===== src/rtl/ps2_pkg.sv =====
// ps2_pkg: shared definitions for the PS/2 key encoder.
//   - assembler FSM state encoding
//   - prefix bytes (E0 extended, E1 pause, F0 release)
//   - fake-shift codes that extended sequences wrap around some keys
//   - keyboard status bytes that are never key events (drop list)
//   - number of bytes swallowed after an E1 prefix (rest of Pause)
package ps2_pkg;

  typedef enum logic [2:0] {
    ST_IDLE    = 3'd0,
    ST_EXT     = 3'd1,
    ST_REL     = 3'd2,
    ST_EXT_REL = 3'd3,
    ST_SKIP    = 3'd4
  } ps2_state_e;

  localparam logic [7:0] PFX_EXT   = 8'hE0;
  localparam logic [7:0] PFX_PAUSE = 8'hE1;
  localparam logic [7:0] PFX_REL   = 8'hF0;

  localparam logic [7:0] FAKE_SHIFT_L = 8'h12;
  localparam logic [7:0] FAKE_SHIFT_R = 8'h59;

  localparam logic [2:0] PAUSE_SKIP = 3'd7;

  // ACK, self-test pass, echo, resend, buffer overrun/error codes.
  function automatic logic is_drop(input logic [7:0] b);
    return (b == 8'hFA) || (b == 8'hAA) || (b == 8'hEE) ||
           (b == 8'hFE) || (b == 8'h00) || (b == 8'hFF);
  endfunction

  function automatic logic is_fake_shift(input logic [7:0] b);
    return (b == FAKE_SHIFT_L) || (b == FAKE_SHIFT_R);
  endfunction

endpackage


===== src/rtl/ps2_rx_byte.sv =====
// ps2_rx_byte: PS/2 frame receiver.
//   clk_sys, reset          : system clock, async active-high reset
//   ps2_clk, ps2_data       : raw asynchronous PS/2 lines
//   byte_valid / byte_data  : one-cycle strobe with the received byte
//   frame_err               : one-cycle pulse on start/parity/stop/timeout error
module ps2_rx_byte #(
  parameter int FILTER         = 4,
  parameter int TIMEOUT_CYCLES = 25000
) (
  input  logic       clk_sys,
  input  logic       reset,
  input  logic       ps2_clk,
  input  logic       ps2_data,
  output logic       byte_valid,
  output logic [7:0] byte_data,
  output logic       frame_err
);
  import ps2_pkg::*;

  localparam int HW = 2 * FILTER;
  localparam int TW = $clog2(TIMEOUT_CYCLES + 1);
  localparam logic [HW-1:0] FALL_PAT = {{FILTER{1'b1}}, {FILTER{1'b0}}};
  localparam logic [TW-1:0] TO_MAX   = TW'(TIMEOUT_CYCLES);

  logic          clk_meta_q, clk_sync_q, data_meta_q, data_sync_q;
  logic [HW-1:0] hist_q, hist_d;
  logic [3:0]    bit_cnt_q, bit_cnt_d;
  logic [7:0]    shift_q, shift_d;
  logic          par_q, par_d;
  logic [TW-1:0] to_cnt_q, to_cnt_d;
  logic          valid_q, valid_d;
  logic          err_q, err_d;
  logic          fall;

  // Idle PS/2 lines are high; resetting the synchronizers high keeps the
  // history from seeing a phantom falling edge right after reset.
  always_ff @(posedge clk_sys or posedge reset) begin
    if (reset) begin
      clk_meta_q  <= 1'b1;
      clk_sync_q  <= 1'b1;
      data_meta_q <= 1'b1;
      data_sync_q <= 1'b1;
      hist_q      <= '1;
      bit_cnt_q   <= '0;
      shift_q     <= '0;
      par_q       <= 1'b0;
      to_cnt_q    <= '0;
      valid_q     <= 1'b0;
      err_q       <= 1'b0;
    end else begin
      clk_meta_q  <= ps2_clk;
      clk_sync_q  <= clk_meta_q;
      data_meta_q <= ps2_data;
      data_sync_q <= data_meta_q;
      hist_q      <= hist_d;
      bit_cnt_q   <= bit_cnt_d;
      shift_q     <= shift_d;
      par_q       <= par_d;
      to_cnt_q    <= to_cnt_d;
      valid_q     <= valid_d;
      err_q       <= err_d;
    end
  end

  // Newest sample enters at bit 0; an edge needs FILTER highs then FILTER lows.
  assign fall   = (hist_q == FALL_PAT);
  assign hist_d = {hist_q[HW-2:0], clk_sync_q};

  always_comb begin
    bit_cnt_d = bit_cnt_q;
    shift_d   = shift_q;
    par_d     = par_q;
    to_cnt_d  = to_cnt_q;
    valid_d   = 1'b0;
    err_d     = 1'b0;
    if (fall) begin
      to_cnt_d = '0;
      case (bit_cnt_q)
        4'd0: begin
          if (data_sync_q) err_d = 1'b1;
          else             bit_cnt_d = 4'd1;
        end
        4'd1, 4'd2, 4'd3, 4'd4, 4'd5, 4'd6, 4'd7, 4'd8: begin
          shift_d   = {data_sync_q, shift_q[7:1]};
          bit_cnt_d = bit_cnt_q + 4'd1;
        end
        4'd9: begin
          par_d     = data_sync_q;
          bit_cnt_d = 4'd10;
        end
        4'd10: begin
          bit_cnt_d = 4'd0;
          if (!data_sync_q || !(^{shift_q, par_q})) err_d   = 1'b1;
          else                                      valid_d = 1'b1;
        end
        default: bit_cnt_d = 4'd0;
      endcase
    end else if (bit_cnt_q == 4'd0) begin
      to_cnt_d = '0;
    end else if (to_cnt_q == TO_MAX) begin
      err_d     = 1'b1;
      bit_cnt_d = 4'd0;
      to_cnt_d  = '0;
    end else begin
      to_cnt_d = to_cnt_q + 1'b1;
    end
  end

  assign byte_valid = valid_q;
  assign byte_data  = shift_q;
  assign frame_err  = err_q;

endmodule


===== src/rtl/ps2_key_encoder.sv =====
// ps2_key_encoder: PS/2 keyboard stream to 11-bit toggle key events.
//   clk_sys, reset      : system clock, async active-high reset
//   ps2_clk, ps2_data   : raw asynchronous PS/2 lines
//   ps2_key[10]         : toggles on every event
//   ps2_key[9]          : pressed
//   ps2_key[8]          : extended
//   ps2_key[7:0]        : scan code
//   frame_err           : one-cycle pulse on any dropped frame
//
// state      | meaning
// ST_IDLE    | no prefix pending
// ST_EXT     | E0 seen, next byte is an extended make code or F0
// ST_REL     | F0 seen, next byte is a released code
// ST_EXT_REL | E0 F0 seen, next byte is an extended released code
// ST_SKIP    | swallowing the remainder of the Pause sequence
module ps2_key_encoder #(
  parameter int FILTER         = 4,
  parameter int TIMEOUT_CYCLES = 25000
) (
  input  logic        clk_sys,
  input  logic        reset,
  input  logic        ps2_clk,
  input  logic        ps2_data,
  output logic [10:0] ps2_key,
  output logic        frame_err
);
  import ps2_pkg::*;

  logic       rx_valid, rx_err;
  logic [7:0] rx_byte;

  ps2_state_e  state_q, state_d;
  logic [2:0]  skip_q, skip_d;
  logic [10:0] key_q, key_d;
  logic        ferr_q;
  logic        emit;
  logic [9:0]  emit_word;

  ps2_rx_byte #(
    .FILTER        (FILTER),
    .TIMEOUT_CYCLES(TIMEOUT_CYCLES)
  ) u_rx (
    .clk_sys   (clk_sys),
    .reset     (reset),
    .ps2_clk   (ps2_clk),
    .ps2_data  (ps2_data),
    .byte_valid(rx_valid),
    .byte_data (rx_byte),
    .frame_err (rx_err)
  );

  always_ff @(posedge clk_sys or posedge reset) begin
    if (reset) begin
      state_q <= ST_IDLE;
      skip_q  <= '0;
      key_q   <= '0;
      ferr_q  <= 1'b0;
    end else begin
      state_q <= state_d;
      skip_q  <= skip_d;
      key_q   <= key_d;
      ferr_q  <= rx_err;
    end
  end

  always_comb begin
    state_d = state_q;
    skip_d  = skip_q;
    if (rx_valid) begin
      case (state_q)
        ST_IDLE: begin
          if (rx_byte == PFX_EXT)        state_d = ST_EXT;
          else if (rx_byte == PFX_REL)   state_d = ST_REL;
          else if (rx_byte == PFX_PAUSE) begin
            state_d = ST_SKIP;
            skip_d  = PAUSE_SKIP;
          end
        end
        ST_EXT:     state_d = (rx_byte == PFX_REL) ? ST_EXT_REL : ST_IDLE;
        ST_REL:     state_d = ST_IDLE;
        ST_EXT_REL: state_d = ST_IDLE;
        ST_SKIP: begin
          skip_d = skip_q - 3'd1;
          if (skip_q == 3'd1) state_d = ST_IDLE;
        end
        default:    state_d = ST_IDLE;
      endcase
    end
  end

  always_comb begin
    emit      = 1'b0;
    emit_word = {1'b1, 1'b0, rx_byte};
    if (rx_valid) begin
      case (state_q)
        ST_IDLE: begin
          emit = (rx_byte != PFX_EXT) && (rx_byte != PFX_REL) &&
                 (rx_byte != PFX_PAUSE) && !is_drop(rx_byte);
        end
        ST_EXT: begin
          emit      = (rx_byte != PFX_REL) && !is_fake_shift(rx_byte);
          emit_word = {1'b1, 1'b1, rx_byte};
        end
        ST_REL: begin
          emit      = 1'b1;
          emit_word = {1'b0, 1'b0, rx_byte};
        end
        ST_EXT_REL: begin
          emit      = !is_fake_shift(rx_byte);
          emit_word = {1'b0, 1'b1, rx_byte};
        end
        default: emit = 1'b0;
      endcase
    end
    key_d = emit ? {~key_q[10], emit_word} : key_q;
  end

  assign ps2_key   = key_q;
  assign frame_err = ferr_q;

endmodule


===== config.mk =====
export PLATFORM = sky130hd
export DESIGN_NAME = ps2_key_encoder
export DESIGN_NICKNAME = d
export VERILOG_FILES = /design/src/rtl/ps2_pkg.sv /design/src/rtl/ps2_rx_byte.sv /design/src/rtl/ps2_key_encoder.sv
export SDC_FILE = /design/constraint.sdc
export NUM_CORES = 1
export LEC_CHECK = 0
export CAP_MARGIN = 25
export CORE_UTILIZATION = 35
export CTS_CLUSTER_SIZE = 25
export DETAILED_ROUTE_END_ITERATION = 6
export MAX_ROUTING_LAYER = met4
export SLEW_MARGIN = 30
export SYNTH_ARGS = -nofsm -noshare
export SYNTH_HDL_FRONTEND = slang
export SYNTH_SLANG_ARGS = --single-unit

===== constraint.sdc =====
create_clock -name clk_sys -period 2.6 [get_ports clk_sys]
set_input_delay 0.39 -clock clk_sys [delete_from_list [all_inputs] [get_ports clk_sys]]
set_output_delay 0.39 -clock clk_sys [all_outputs]
set_load 0.02 [all_outputs]

==> key figures <==
Clock tree
  • Clock Latency Late Sink: 340 ps
  • Clock Tree Buf Depth: 2
  • CTS Hold Bufs: 0
  • Sink Count: 60
  • PostCTS Resize Cnt: 0
  • TritonCTS clock tree: done
  • Post-CTS Setup Bufs: 0
  • Clk root buf: clkbuf_8
  • TritonCTS Buffers: 9
  • CTS H-tree depth: 3
  • Clock-pin slew on the worst setup and hold paths: 60 ps

Floorplan
  • Core area: 7850 um^2
  • Die H: 93.0 um
  • Die ar.: 8640 um^2
  • Starting Density: 36.9%
  • Die Width: 93.0 um
  • Row cnt: 32
  • Num ports: 16

Worst setup path
  • CP endpoint kind: flip-flop
  • Worst Path Required: 2820 ps
  • Worst Setup Start Kind: flip-flop
  • WP data arrival: 2600 ps
  • Crit Path Class: flip-flop to flip-flop
  • Crit-path cells: buf_4 > or4b_1 > a2111oi_2 > a211o_2 > o41ai_4 > buf_6 > mux2_4
  • Worst path max stage delay: 540 ps
  • Slowest-stage cell, CP: or4b_1
  • Worst Path Max Fanout: 9

Timing
  • Max-slew violation count: 0
  • RSZ-0062 raised after global routing: false
  • Tcrit/Tclk final: 91.5%
  • Final hold vios: 0
  • Setup ws final: 222 ps
  • Tmin final: 2380 ps
  • Slew @ Worst Pin: 629 ps
  • Layout Skew: 8.15 ps
  • Fmax: 420 MHz
  • Setup Viol. Count Final: 0
  • Post-Route Setup TNS: 0 ps
  • Slew headroom: 57.7%

Place
  • Worst slack at placement: 157 ps
  • HPWL after DPL: 3400 um
  • Placer Congestion: 0.849
  • Dpl cells: 374
  • IO Port Bufs: 15

Global routing
  • Pin count of the biggest net entering global routing: 61
  • Initial antenna violation count: 0
  • GRT Total Usage: 13.9%
  • First-pass GRT wire length: 8940 um
  • Global route overflow: 0
  • Vias in the first global route: 1911

Pwr
  • Leakage: 0.00147 uW
  • Maximum VDD drop: 0.300 mV
  • Power Dens Cells: 526 nW/um^2

Layout
  • Most frequent cells in the layout: dfrtp_1, nor2_1, clkdlybuf4s50_1, nand2_1, inv_1
  • N_diodes: 0
  • Fraction of layout cells with a size suffix above 1: 21.1%
  • Final #Nets: 296
  • # fillers: 773
  • Layout Area Growth over Synthesis: 17.5%
  • Non-filler cells, final: 391
  • Commonest non-fill, non-tap cell in the layout: dfrtp_1

Drt
  • Pre-Repair DR Iteration Count: 4
  • DR vias: 1947
  • Routed wire length per instance: 13.0 um
  • Initial DRC Count: 53
  • Post-Route WL: 5100 um
  • Antenna Violating Nets Remaining: 0
  • Via/cell ratio: 4.98
  • Drt drc: 0

Synthesis
  • Yosys warns: 0
  • FF+latch count, synth: 60
  • Post-synth ARST share: 100%
  • Synth cell types: 51
  • Yosys top cell by area: dfrtp_1
  • Synth top area cells: dfrtp_1, dfstp_2, mux2_4, ha_1, xnor2_1
  • Yosys top cell area share: 41.5%
  • Mapped cell area: 2900 um^2
  • Post-synthesis sequential area ratio: 52.4%
  • Post-synth EDFFs: 0
  • Synth Area per Inst: 11.3 um^2
  • Synth Instances: 257
  • Synth Net Count: 269
  • Dominant synthesized flop cell: dfrtp_1

Hold path
  • Min-Delay Path Class: flip-flop to flip-flop

Outcome
  • Outcome: finished, final reports clean

Flow run
  • Max-capacitance violation count: 0
==> flip-flops by register name, indices dropped and copies added (netlist names) <==
name              cells
frame_err             1
ps2_key              11
skip_q                3
state_q               3
u_rx.bit_cnt_q        4
u_rx.byte_data        8
u_rx.byte_valid       1
u_rx.clk_meta_q       1
u_rx.clk_sync_q       1
u_rx.data_meta_q      1
u_rx.data_sync_q      1
u_rx.frame_err        1
u_rx.hist_q           8
u_rx.par_q            1
u_rx.to_cnt_q        15
==> cells by family after synthesis <==
group           synth area share, %
mux                            8.12
buf+inv                        4.66
xor+xnor                       6.83
flops                          52.4
compound gates                 8.42
fa+ha+maj                      3.46
simple gates                   16.2
==> stage by stage <==
step                      utilization [%]  instance area, um^2  hold slack, ps  total power, uW
after floorplan                         -                 2900             331             1040
after global placement               41.0                 3220             333             1060
after detailed placement             41.0                 3220             339             1070
after CTS                            43.2                 3390             356             1830
after global routing                 43.4                 3400             360             1890
final                                43.4                 3400             353             1790
==> report_power, final <==
group	switching, uW	leakage, uW	internal (uW)	total, uW
combinational	54.8	0.000586	26.5	81.3
clock	348	0.0000905	396	743
sequential	10.9	0.000796	956	967
total	413	0.00147	1380	1790
==> cell usage after synthesis, types with 2 or more instances <==
cell	instances
ha_1	8
nor4_1	4
clkbuf_1	4
nand4_1	6
o21ai_0	4
a21o_1	2
nand4b_1	4
or4b_1	3
inv_1	15
or3_1	2
xnor2_1	11
buf_6	2
nor3_1	7
mux2_4	9
dfstp_2	12
nor2_1	24
nand3_1	7
dfrtp_1	48
buf_2	6
a31oi_1	3
xor2_1	9
nand2_1	14
o31ai_1	3
o21ai_1	5
a22o_1	3
a21oi_1	5
or4_1	5
nand3b_1	2
mux2_2	7
and3_1	2
==> final timing paths <==
| path | cells past startpoint | start | end | slack [ps] |
|---|---|---|---|---|
| max | 7 | u_rx.byte_data[3]$_DFFE_PP0P_ | ps2_key[7]$_DFFE_PP0P_ | 220 |
| min | 0 | u_rx.data_meta_q$_DFF_PP1_ | u_rx.data_sync_q$_DFF_PP1_ | 350 |
| max reg2reg | 7 | u_rx.byte_data[3]$_DFFE_PP0P_ | ps2_key[7]$_DFFE_PP0P_ | 220 |
| min reg2reg | 0 | u_rx.data_meta_q$_DFF_PP1_ | u_rx.data_sync_q$_DFF_PP1_ | 350 |
| max in group asynchronous | 3 | reset | u_rx.hist_q[2]$_DFF_PP1_ | 1850 |
| min in group asynchronous | 3 | reset | ps2_key[10]$_DFFE_PP0P_ | 440 |
==> routing by layer <==
layer  GRT usage [%]  wire, um
met5               -         0
met4            6.03        74
met1            18.0      2530
met3            5.45       197
met2            19.4      2300
==> cell type report <==
cell class	count	area [um^2]	area share, %
flip-flops and latches	60	1520	44.5
multi-input cells	168	1260	36.9
repair buffers	29	272	7.97
clock buffers	14	163	4.78
well taps	102	128	3.75
inverters	16	60.1	1.76
clock inverters	2	10.0	0.294
==> worst max-delay path, delay by kind of cell (launching register included) <==
kind | cells | cell delay (ps)
buffers and inverters | 2 | 370
DFF | 1 | 390
AOI/OAI and AO/OA | 3 | 660
muxes | 1 | 290
and+or+nand+nor | 1 | 540
(Power assumes the default switching activity.)
